`config.mk`:
```
export PLATFORM = sky130hd
export DESIGN_NAME = multicycle_ctrl_fsm
export DESIGN_NICKNAME = d
export VERILOG_FILES = /design/src/rtl/multicycle_ctrl_fsm.sv
export SDC_FILE = /design/constraint.sdc
export NUM_CORES = 1
export LEC_CHECK = 0
export BUFFER_PORTS_ARGS = -buffer_cell sky130_fd_sc_hd__buf_4
export CORE_MARGIN = 2
export CORE_UTILIZATION = 51
export DETAILED_ROUTE_END_ITERATION = 12
export GPL_TIMING_DRIVEN = 0
export PLACE_DENSITY = 0.88
export SLEW_MARGIN = 20
export SYNTH_ARGS = -nofsm -noshare
export SYNTH_HDL_FRONTEND = slang
export SYNTH_SLANG_ARGS = --single-unit
```
`constraint.sdc`:
```
create_clock -name clk -period 2.6 [get_ports clk]
set_input_delay 0.26 -clock clk [delete_from_list [all_inputs] [get_ports clk]]
set_output_delay 0.26 -clock clk [all_outputs]
set_load 0.01 [all_outputs]
```
`src/rtl/multicycle_ctrl_fsm.sv`:
```
// rtl/multicycle_ctrl_fsm.sv - multi-cycle control sequencer for the 8-bit MIPS-style datapath
module multicycle_ctrl_fsm #(
  parameter int TIMEOUT = 15
) (
  input  logic       clk,
  input  logic       rst,
  input  logic [5:0] opcode,
  input  logic       zero,
  input  logic       mem_ready,
  input  logic       halt_req,
  output logic       PCWrite,
  output logic       PCWriteCond,
  output logic       IorD,
  output logic       IRWrite,
  output logic       MemRead,
  output logic       MemWrite,
  output logic       MemtoReg,
  output logic       RegDst,
  output logic       RegWrite,
  output logic       ALUSrcA,
  output logic [1:0] ALUSrcB,
  output logic [1:0] ALUOp,
  output logic [1:0] PCSource,
  output logic       halted,
  output logic       trap,
  output logic [1:0] trap_cause,
  output logic       instr_done
);

  typedef enum logic [3:0] {
    FETCH, DECODE, EXEC_R, WB_R, EXEC_I, WB_I, MEM_ADDR, MEM_RD,
    MEM_WB, MEM_WR, BRANCH, JUMP, HALT, TRAP
  } state_t;

  state_t     state, state_next;
  logic [3:0] wait_cnt;
  logic       in_wait;
  logic       timed_out;
  state_t     boundary_next;

  assign in_wait       = (state == FETCH) || (state == MEM_RD) || (state == MEM_WR);
  assign timed_out     = in_wait && !mem_ready && (wait_cnt == 4'(TIMEOUT));
  assign boundary_next = halt_req ? HALT : FETCH;

  always_ff @(posedge clk) begin
    if (rst) begin
      state      <= FETCH;
      wait_cnt   <= 4'd0;
      trap_cause <= 2'b00;
    end else begin
      state <= state_next;
      // counter only runs while parked in a memory wait; any exit clears it
      if (in_wait && !mem_ready && (state_next == state))
        wait_cnt <= wait_cnt + 4'd1;
      else
        wait_cnt <= 4'd0;
      if ((state != TRAP) && (state_next == TRAP))
        trap_cause <= (state == DECODE) ? 2'b01 : 2'b10;
    end
  end

  always_comb begin
    state_next = state;
    case (state)
      FETCH: begin
        if (mem_ready)      state_next = DECODE;
        else if (timed_out) state_next = TRAP;
      end
      DECODE: begin
        case (opcode)
          6'b000000:                       state_next = EXEC_R;
          6'b001000, 6'b001001, 6'b001010: state_next = EXEC_I;
          6'b100011, 6'b101011:            state_next = MEM_ADDR;
          6'b000100:                       state_next = BRANCH;
          6'b000010:                       state_next = JUMP;
          default:                         state_next = TRAP;
        endcase
      end
      EXEC_R:   state_next = WB_R;
      EXEC_I:   state_next = WB_I;
      MEM_ADDR: state_next = (opcode == 6'b100011) ? MEM_RD : MEM_WR;
      MEM_RD: begin
        if (mem_ready)      state_next = MEM_WB;
        else if (timed_out) state_next = TRAP;
      end
      MEM_WR: begin
        if (mem_ready)      state_next = boundary_next;
        else if (timed_out) state_next = TRAP;
      end
      WB_R, WB_I, MEM_WB, BRANCH, JUMP: state_next = boundary_next;
      HALT:     state_next = halt_req ? HALT : FETCH;
      TRAP:     state_next = TRAP;
      default:  state_next = FETCH;
    endcase
  end

  always_comb begin
    PCWrite     = 1'b0;
    PCWriteCond = 1'b0;
    IorD        = 1'b0;
    IRWrite     = 1'b0;
    MemRead     = 1'b0;
    MemWrite    = 1'b0;
    MemtoReg    = 1'b0;
    RegDst      = 1'b0;
    RegWrite    = 1'b0;
    ALUSrcA     = 1'b0;
    ALUSrcB     = 2'b00;
    ALUOp       = 2'b00;
    PCSource    = 2'b00;
    halted      = 1'b0;
    trap        = 1'b0;
    instr_done  = 1'b0;
    case (state)
      FETCH: begin
        MemRead = 1'b1;
        ALUSrcB = 2'b01;
        IRWrite = mem_ready;
        PCWrite = mem_ready;
      end
      DECODE: ALUSrcB = 2'b11;
      EXEC_R: begin
        ALUSrcA = 1'b1;
        ALUOp   = 2'b10;
      end
      WB_R: begin
        RegDst     = 1'b1;
        RegWrite   = 1'b1;
        instr_done = 1'b1;
      end
      EXEC_I: begin
        ALUSrcA = 1'b1;
        ALUSrcB = 2'b10;
        ALUOp   = (opcode == 6'b001001) ? 2'b01 : 2'b00;
      end
      WB_I: begin
        RegWrite   = 1'b1;
        instr_done = 1'b1;
      end
      MEM_ADDR: begin
        ALUSrcA = 1'b1;
        ALUSrcB = 2'b10;
      end
      MEM_RD: begin
        IorD    = 1'b1;
        MemRead = 1'b1;
      end
      MEM_WB: begin
        MemtoReg   = 1'b1;
        RegWrite   = 1'b1;
        instr_done = 1'b1;
      end
      MEM_WR: begin
        IorD       = 1'b1;
        MemWrite   = 1'b1;
        instr_done = mem_ready;
      end
      BRANCH: begin
        ALUSrcA     = 1'b1;
        ALUOp       = 2'b01;
        PCWriteCond = 1'b1;
        PCWrite     = zero;
        PCSource    = 2'b01;
        instr_done  = 1'b1;
      end
      JUMP: begin
        PCWrite    = 1'b1;
        PCSource   = 2'b10;
        instr_done = 1'b1;
      end
      HALT:    halted = 1'b1;
      TRAP:    trap   = 1'b1;
      default: ;
    endcase
  end

endmodule

```
==> run_results.csv, run 1 <==
group,metric,value,unit
status,status,"finished, final reports clean",
routing,routed_wl,2773,um
yosys,ys_seq_elements,10,
routing,antenna_left,0,
routing,num_vias,1196,
die,dieHeight,49.21,um
routing,drc,0,
critical_path,r2r-end,"trap_cause[0]",
critical_path,crit_type,"reg -> reg",
critical_path,critPathSlowestCell,"nor3_1",
yosys,syn_area_per_cell,7.238,sq um
critical_path,rrSetupSlack,440,ps
die,pin_count,32,
sta,setup_viol,0,
clocking,ctsResizeCount,0,
critical_path,path_cells,"buf_4 > nand2b_1 > o22ai_1 > a21o_1 > a22o_1 > nor3_1 > nor4_4 > mux2_1",
sta,min_period,2161,ps
yosys,syn_inst,144,
clocking,clockBufferDepth,2,
global_routing,grt_pass1_wl,4698,um
clocking,htreeDepth,1,
yosys,synth.yosys.warnings,0,
sta,setup_tns,0,ps
pwr,leakagePower,0.0005512,uW
yosys,yosysSeqAreaShare,19.21,%
critical_path,cp_max_fo,8,
place,gp_congestion,0.9233,
clocking,numClockSinks,10,
routing,firstDrtPassIters,5,
finish,fin_nets,191,
sta,worst_pin_slew,499.3,ps
global_routing,grt_max_degree,11,
sta,max_freq,462.8,MHz
die,dieWidth,49.21,um
clocking,path_clk_slew,70,ps
clocking,postCtsHoldBufs,0,
critical_path,required,2750,ps
sta,drv_slew,0,
finish,drive_gt1_share,28.65,%
place,numPortBuffers,30,
critical_path,reg2reg_from,"state[3]",
global_routing,grt_pass1_vias,1064,
pwr,p_per_area,883.3,nW/um^2
pwr,peakVddDrop,0.6810,mV
global_routing,grt.total_usage,23.71,%
yosys,synth_nets,156,
sta,rsz0062_at_grt,"false",
min_path,whs_path_depth,2,
sta,skew,1.625,ps
die,core,1942,sq um
clocking,clkLatencyLatePin,260,ps
clocking,tritoncts,"built",
yosys,synthArstFlopShare,0,%
min_path,hp-start,"rst",
min_path,hold_path.class,"in -> reg",
sta,post-route-period-util,83.11,%
global_routing,overflow,0,
flow_run,max-cap-violations,0,
critical_path,startpoint_type,"flip-flop",
yosys,synth_cell_types,53,
yosys,synth-edff-count,0,
routing,viasPerCell,5.834,
routing,wire_per_inst,13.53,um
yosys,syn_area,1042,sq um
finish,area_delta_synth_final,28.33,%
min_path,hold_path_end,"state[0]",
finish,diodes,0,
die,start_util,53.67,%
sta,finalHoldViolations,0,
critical_path,slowest_delay,450,ps
sta,slew_headroom,66.45,%
finish,fin_util,68.88,%
critical_path,worstRegToRegCells,8,
routing,drt-initial-drc-count,34,
yosys,synthFlopType,"dfxtp_1",
clocking,cts-root-buf,"clkbuf_4",
place,place_hpwl,2152,um
clocking,cts_setup_buffers,0,
critical_path,endpoint_kind,"flip-flop",
die,num_rows,16,
global_routing,antenna_found_initial,0,
clocking,cts_buffers,3,
die,die-area,2421,sq um
critical_path,worstPathArrival,2310,ps
==> power by group <==
| part | total (uW) | internal [uW] | leakage (uW) | switching [uW] |
|---|---|---|---|---|
| sequential | 199 | 181 | 0.0000814 | 18.2 |
| clock | 138 | 85.0 | 0.0000210 | 53.3 |
| combinational | 844 | 371 | 0.000449 | 474 |
| total | 1180 | 636 | 0.000551 | 545 |
==> stage by stage <==
| stage | instances | worst slack, ps | hold WS [ps] | total power (uW) | cell area (sq um) |
|---|---|---|---|---|---|
| after floorplan | 144 | 552.8 | 417.9 | 785.3 | 1042 |
| after global placement | 201 | 479.3 | 433.2 | 1024 | 1301 |
| after detailed placement | 201 | 466.7 | 450.6 | 1036 | 1301 |
| after CTS | 205 | 468.1 | 328.6 | 1178 | 1338 |
| after global routing | 205 | 349.8 | 369.1 | 1264 | 1338 |
| final | 205 | 439.2 | 338.9 | 1182 | 1338 |
==> area by class of cell <==
type	instances	area, sq um
multi-input combinational	120	758.2
fill	170	604.3
timing repair buffer	30	225.2
sequential	10	200.2
buffer	13	80.08
clock buffer	4	36.28
tap	27	33.78
inverter	1	3.754
==> how the worst max path moves through the flow <==
stage                         start       endpoint
after floorplan            state[2]  trap_cause[0]
after global placement    mem_ready  trap_cause[0]
after detailed placement  mem_ready  trap_cause[0]
after CTS                  state[2]  trap_cause[0]
after global routing       state[3]  trap_cause[0]
final                      state[3]  trap_cause[0]
==> cells in the final DEF, fill, tap and decap left out, types with 3 or more instances in the layout <==
cell | netlist | layout
buf_4 | 3 | 33
clkbuf_1 | 3 | 3
nand2_1 | 11 | 11
buf_2 | 4 | 4
nor2b_1 | 5 | 5
nand2b_1 | 8 | 8
nor3_1 | 9 | 9
clkbuf_4 | 0 | 3
dfxtp_1 | 10 | 10
nand3_1 | 6 | 6
nor2_1 | 25 | 25
o21ai_0 | 7 | 7
o22ai_1 | 3 | 3
xor2_1 | 3 | 3
a21oi_1 | 3 | 3
==> synthesized netlist by cell type, drive strengths merged (2+ instances only) <==
library cell,n,area (sq um)
nor4,2,33.78
nor2b,5,31.28
dfxtp,10,200.2
o21ai,8,43.79
buf,10,68.81
or3,3,23.77
o32ai,2,17.52
and3,2,12.51
nor3,9,45.04
nand2b,8,50.05
a21oi,4,31.28
a21o,2,15.01
clkbuf,3,11.26
xor2,3,26.28
nor2,25,93.84
o22ai,3,18.77
a21boi,2,15.02
nand3,6,30.03
nand2,11,41.29
==> critical path, delay by kind of cell, from the launching register on <==
kind                   cells  cell delay [ps]
AND/OR/NAND/NOR            3              780
buffers and inverters      1              150
flip-flops                 1              310
AO/OA/AOI/OAI              3              490
multiplexers               1              320
==> routing by layer <==
layer	wire, um	share of wire [%]	GRT usage [%]	vias to the layer above
met4	19	0.69	5.238	0
met5	0	0	0	-
li1	-	-	-	595
met1	1200	43	32.02	537
met2	1298	47	39.86	60
met3	255	9.2	3.067	4
==> flip-flops by register name, indices dropped and copies added (netlist names) <==
register    cells
state           4
trap_cause      2
wait_cnt        4
==> cells by family after synthesis <==
kind of cell,synth area share [%]
flip-flops,19.21
AO/OA/AOI/OAI,26.53
adder cells (fa/ha/maj),1.200
multiplexers,2.041
buffers and inverters,8.042
AND/OR/NAND/NOR,39.62
XOR/XNOR,3.362
(Power assumes the default switching activity.)
==> inputs of run 2 (changes only) <==
- clock period: 2.6 -> 2.25 ns (I/O delays scaled with it)
==> run 2 against run 1 <==
  * Sequential share of layout area fell by 0.056 points
  * Total power grew 16%
  * Maximum frequency grew 1.1%
  * Global-route usage did not move
  * Critical path depth did not move
  * Register-to-register slack worse by 330 ps
  * Cell area rose by 0.37%
  * Critical path type unchanged
  * Largest power group unchanged
  * Highest routed layer unchanged
==> run_results.csv, run 2 (synthesis results as in run 1) <==
group,metric,value,unit
clocking,clkLatencyLatePin,260,ps
finish,final_cell_area,1343,sq um
critical_path,worstPathArrival,2290,ps
die,dieWidth,49.21,um
sta,worst_pin_slew,432.3,ps
routing,drt-initial-drc-count,63,
critical_path,endpoint_kind,"flip-flop",
die,die-area,2421,sq um
clocking,cts-root-buf,"clkbuf_4",
place,dpl_cell_area,1301,sq um
global_routing,grt_pass1_vias,1064,
finish,diodes,0,
global_routing,overflow,0,
sta,rsz0062_at_grt,"false",
global_routing,grt_max_degree,11,
die,num_rows,16,
sta,min_period,2138,ps
critical_path,cp_max_fo,10,
clocking,cts_buffers,3,
global_routing,antenna_found_initial,0,
clocking,path_clk_slew,70,ps
finish,fin_util,69.14,%
die,start_util,53.67,%
clocking,clockBufferDepth,2,
die,core,1942,sq um
clocking,tritoncts,"built",
flow_run,max-cap-violations,0,
min_path,hold_path_end,"state[1]",
routing,firstDrtPassIters,5,
clocking,numClockSinks,10,
critical_path,startpoint_type,"flip-flop",
pwr,leakagePower,0.0005533,uW
place,gp_congestion,0.9233,
sta,slew_headroom,70.43,%
place,dp.cells,201,
finish,final_cell_mix,"buf_4 (33), nor2_1 (25), nand2_1 (11)",
sta,max_freq,467.8,MHz
finish,final_common_cell,"buf_4",
routing,viasPerCell,5.907,
routing,wire_per_inst,13.50,um
critical_path,r2r-end,"trap_cause[0]",
pwr,p_per_area,1022,nW/um^2
routing,antenna_left,0,
finish,fin_nets,191,
status,status,"finished, final reports clean",
routing,num_vias,1211,
critical_path,rrSetupSlack,110,ps
sta,finalHoldViolations,0,
die,pin_count,32,
die,dieHeight,49.21,um
min_path,hp-start,"rst",
routing,routed_wl,2767,um
min_path,hold_path.class,"in -> reg",
clocking,htreeDepth,1,
critical_path,required,2400,ps
global_routing,grt_pass1_wl,4698,um
critical_path,reg2reg_from,"state[2]",
sta,setup_viol,0,
finish,top_regs,"state x4, wait_cnt x4, trap_cause x2",
finish,area_delta_synth_final,28.81,%
place,numPortBuffers,30,
critical_path,worstRegToRegCells,8,
clocking,cts_setup_buffers,0,
sta,post-route-period-util,95.01,%
clocking,postCtsHoldBufs,0,
finish,drive_gt1_share,29.21,%
pwr,peakVddDrop,0.7949,mV
min_path,whs_path_depth,2,
finish,stdcell_count,205,
place,place_hpwl,2152,um
sta,drv_slew,0,
sta,setup_tns,0,ps
sta,skew,0.7760,ps
global_routing,grt.total_usage,23.71,%
routing,drc,0,
critical_path,crit_type,"reg -> reg",
pwr,totalPowerFinal,1372,uW
==> run 2: cell count changes in the layout (fill, tap and decap cells not counted) <==
cell	before	now
o21ai_1	0	1
nor3_2	0	1
nor3_1	9	8
o21ai_0	7	6
==> run 2: worst max-delay path, stage by stage (launching register included) <==
cell     delay (ps)
dfxtp_1         330
buf_6           120
buf_2           220
nand2_1         180
a21o_1          190
a41oi_1         220
nor4_2          110
nor4_4          310
mux2_1          340
==> run 2: through the flow <==
step           hold WS (ps)  setup slack (ps)
5_1_grt               334.1             15.55
6_report              301.9             112.3
2_1_floorplan         417.9             202.8
3_3_place_gp          433.2             140.2
3_5_place_dp          450.6             126.2
4_1_cts               293.6             118.1
==> run 2: power breakdown <==
group	leakage (uW)	switching, uW	internal [uW]
registers	0.0000814	21.4	209
clock network	0.0000210	62.5	98.2
logic	0.000451	549	432
total	0.000553	633	739
==> run 2: area by class of cell <==
type                    instances  area [sq um]
plain buffers                  13         80.08
flip-flops and latches         10         200.2
repair buffers                 30         225.2
multi-input cells             120         763.2
well taps                      27         33.78
inverters                       1         3.754
clock buffers                   4         36.28
fillers                       169         599.3
==> run 2: worst max-delay path by stage <==
stage / start / end / depth (start not counted)
after CTS: state[2] / trap_cause[0] / 8
after global placement: state[2] / trap_cause[0] / 8
final: state[2] / trap_cause[0] / 8
after detailed placement: state[2] / trap_cause[0] / 8
after floorplan: state[2] / trap_cause[0] / 7
after global routing: state[2] / trap_cause[0] / 8
==> run 2: routing by layer <==
| layer | share of wire (%) | global-route usage (%) | vias to the layer above |
|---|---|---|---|
| li1 | - | - | 592 |
| met1 | 45 | 32.02 | 548 |
| met2 | 47 | 39.86 | 67 |
| met3 | 7.6 | 3.067 | 4 |
| met4 | 0.69 | 5.238 | 0 |
| met5 | 0 | 0 | - |
==> run 2: repair_timing <==
item                       4_1_cts  5_1_grt
setup endpoints to repair        0        1
hold endpoints to repair         0        0
gates resized for setup          0        2
==> inputs of run 3 (changes only) <==
- CORE_UTILIZATION: 51 -> 46
- PLACE_DENSITY: 0.88 -> 0.85
- clock period: 2.25 -> 1.8 ns (I/O delays scaled with it)
==> run 3 against run 2 <==
  * The flow now finishes with violations (negative setup slack)
  * Clock skew grew 1.2 ps
  * Maximum frequency up 4.8%
  * Cell area is 22% higher
  * Sequential cell count did not move
  * Critical path depth is 1 lower
  * Cell count is 5.4% higher
  * Die area increased by 10%
  * Worst hold slack worse by 1.5 ps
  * Core utilization increased by 6.4 points
  * Count of clock-buffer cells in the layout unchanged
  * Via count is 7.6% higher
  * Highest routed layer unchanged
==> run_results.csv, run 3 (synthesis results as in run 1) <==
group,metric,value,unit
critical_path,slowest_delay,370,ps
finish,final_common_cell,"buf_4",
critical_path,endpoint_kind,"flip-flop",
critical_path,crit_type,"reg -> reg",
global_routing,grt_max_degree,11,
global_routing,grt_pass1_wl,5616,um
finish,fin_nets,201,
sta,setup_viol,7,
status,status,"finished, violations left",
finish,drive_gt1_share,48.40,%
sta,drv_slew,0,
critical_path,required,1950,ps
place,dpl_cell_area,1318,sq um
die,die-area,2663,sq um
die,start_util,48.04,%
min_path,whs_path_depth,2,
global_routing,grt_pass1_vias,1218,
routing,viasPerCell,6.032,
die,core,2170,sq um
global_routing,grt.total_usage,27.50,%
critical_path,worstPathArrival,2190,ps
place,gp_congestion,0.9016,
global_routing,antenna_found_initial,0,
finish,diodes,0,
status,violations,"negative setup slack",
clocking,clockBufferDepth,2,
sta,fin_ws,-240.5,ps
global_routing,overflow,0,
sta,finalHoldViolations,0,
clocking,numClockSinks,10,
sta,skew,1.926,ps
sta,post-route-period-util,113.4,%
sta,worst_pin_slew,445.1,ps
die,pin_count,32,
finish,top_regs,"state x4, wait_cnt x4, trap_cause x2",
routing,firstDrtPassIters,4,
clocking,htreeDepth,1,
place,post-place-ws,-326.1,ps
routing,drt-initial-drc-count,53,
routing,routed_wl,3447,um
clocking,path_clk_slew,60,ps
critical_path,critPathSlowestCell,"dfxtp_4",
critical_path,cp_max_fo,7,
finish,area_delta_synth_final,57.26,%
sta,fin_hold_ws,300.3,ps
routing,num_vias,1303,
place,numPortBuffers,30,
sta,rsz0062_at_grt,"true",
finish,fill_cells,157,
clocking,tritoncts,"built",
clocking,clkLatencyLatePin,260,ps
critical_path,startpoint_type,"flip-flop",
routing,drc,0,
routing,wire_per_inst,15.96,um
sta,slew_headroom,69.95,%
critical_path,path_cells,"buf_6 > or2_4 > nor2_4 > o311ai_0 > o2111a_2 > nor4_4 > mux2_4",
routing,antenna_left,0,
finish,fin_util,75.55,%
critical_path,worstRegToRegCells,7,
pwr,totalPowerFinal,2217,uW
sta,min_period,2040,ps
clocking,cts_buffers,3,
finish,final_cell_mix,"buf_4 (43), nor2_1 (21), nand2_1 (9)",
pwr,leakagePower,0.0006430,uW
min_path,hold_path.class,"in -> reg",
finish,final_cell_area,1639,sq um
place,place_hpwl,2235,um
flow_run,max-cap-violations,0,
pwr,p_per_area,1352,nW/um^2
die,dieHeight,51.60,um
pwr,peakVddDrop,0.9298,mV
die,num_rows,17,
die,dieWidth,51.60,um
sta,max_freq,490.1,MHz
clocking,cts-root-buf,"clkbuf_4",
## run 3: final timing paths
check         startpoint            end  slack (ps)
min                  rst       state[2]         300
min reg2reg  wait_cnt[0]    wait_cnt[0]         460
max             state[2]  trap_cause[0]        -240
max reg2reg     state[2]  trap_cause[0]        -240
## run 3: final cells by class
cell class              count  area [sq um]  area share, %
multi-input cells         120         938.4          57.25
repair buffers             42         319.1          19.47
clock buffers               4         36.28          2.214
flip-flops and latches     10         209.0          12.75
well taps                  28         35.03          2.137
plain buffers              11         97.59          5.954
inverters                   1         3.754         0.2290
## run 3: worst max-delay path, delay by kind of cell, from the launching register on
kind / cells / cell delay (ps)
compound gates: 2 / 390
buf+inv: 1 / 120
simple gates: 3 / 720
flops: 1 / 370
mux: 1 / 320
## run 3: power breakdown
part | switching, uW | internal [uW]
Clock | 74.9 | 123
Combinational | 879 | 826
Sequential | 46.3 | 268
Total | 1000 | 1220
## run 3: timing repair
action / CTS / global route
buffers inserted: 8 / 5
gates resized for setup: 22 / 33
pin swaps: 9 / 16
endpoints found under the setup margin: 15 / 12
hold endpoints to repair: 0 / 0
hold buffers: 0 / 0
gates cloned: 0 / 0
## run 3: layer usage
| layer | track usage (%) | up-vias | part of all wire (%) |
|---|---|---|---|
| met5 | 0 | - | 0 |
| met4 | 12.28 | 0 | 1.8 |
| met3 | 1.724 | 6 | 6.4 |
| met2 | 47.65 | 69 | 50 |
| met1 | 34.87 | 615 | 42 |
| li1 | - | 613 | - |
## run 3: stage by stage
step / std cells / setup TNS [ps]
3_5_place_dp: 202 / -1434
6_report: 216 / -748.4
5_1_grt: 216 / -1320
2_1_floorplan: 144 / -132.7
3_3_place_gp: 202 / -987.3
4_1_cts: 211 / -428.3
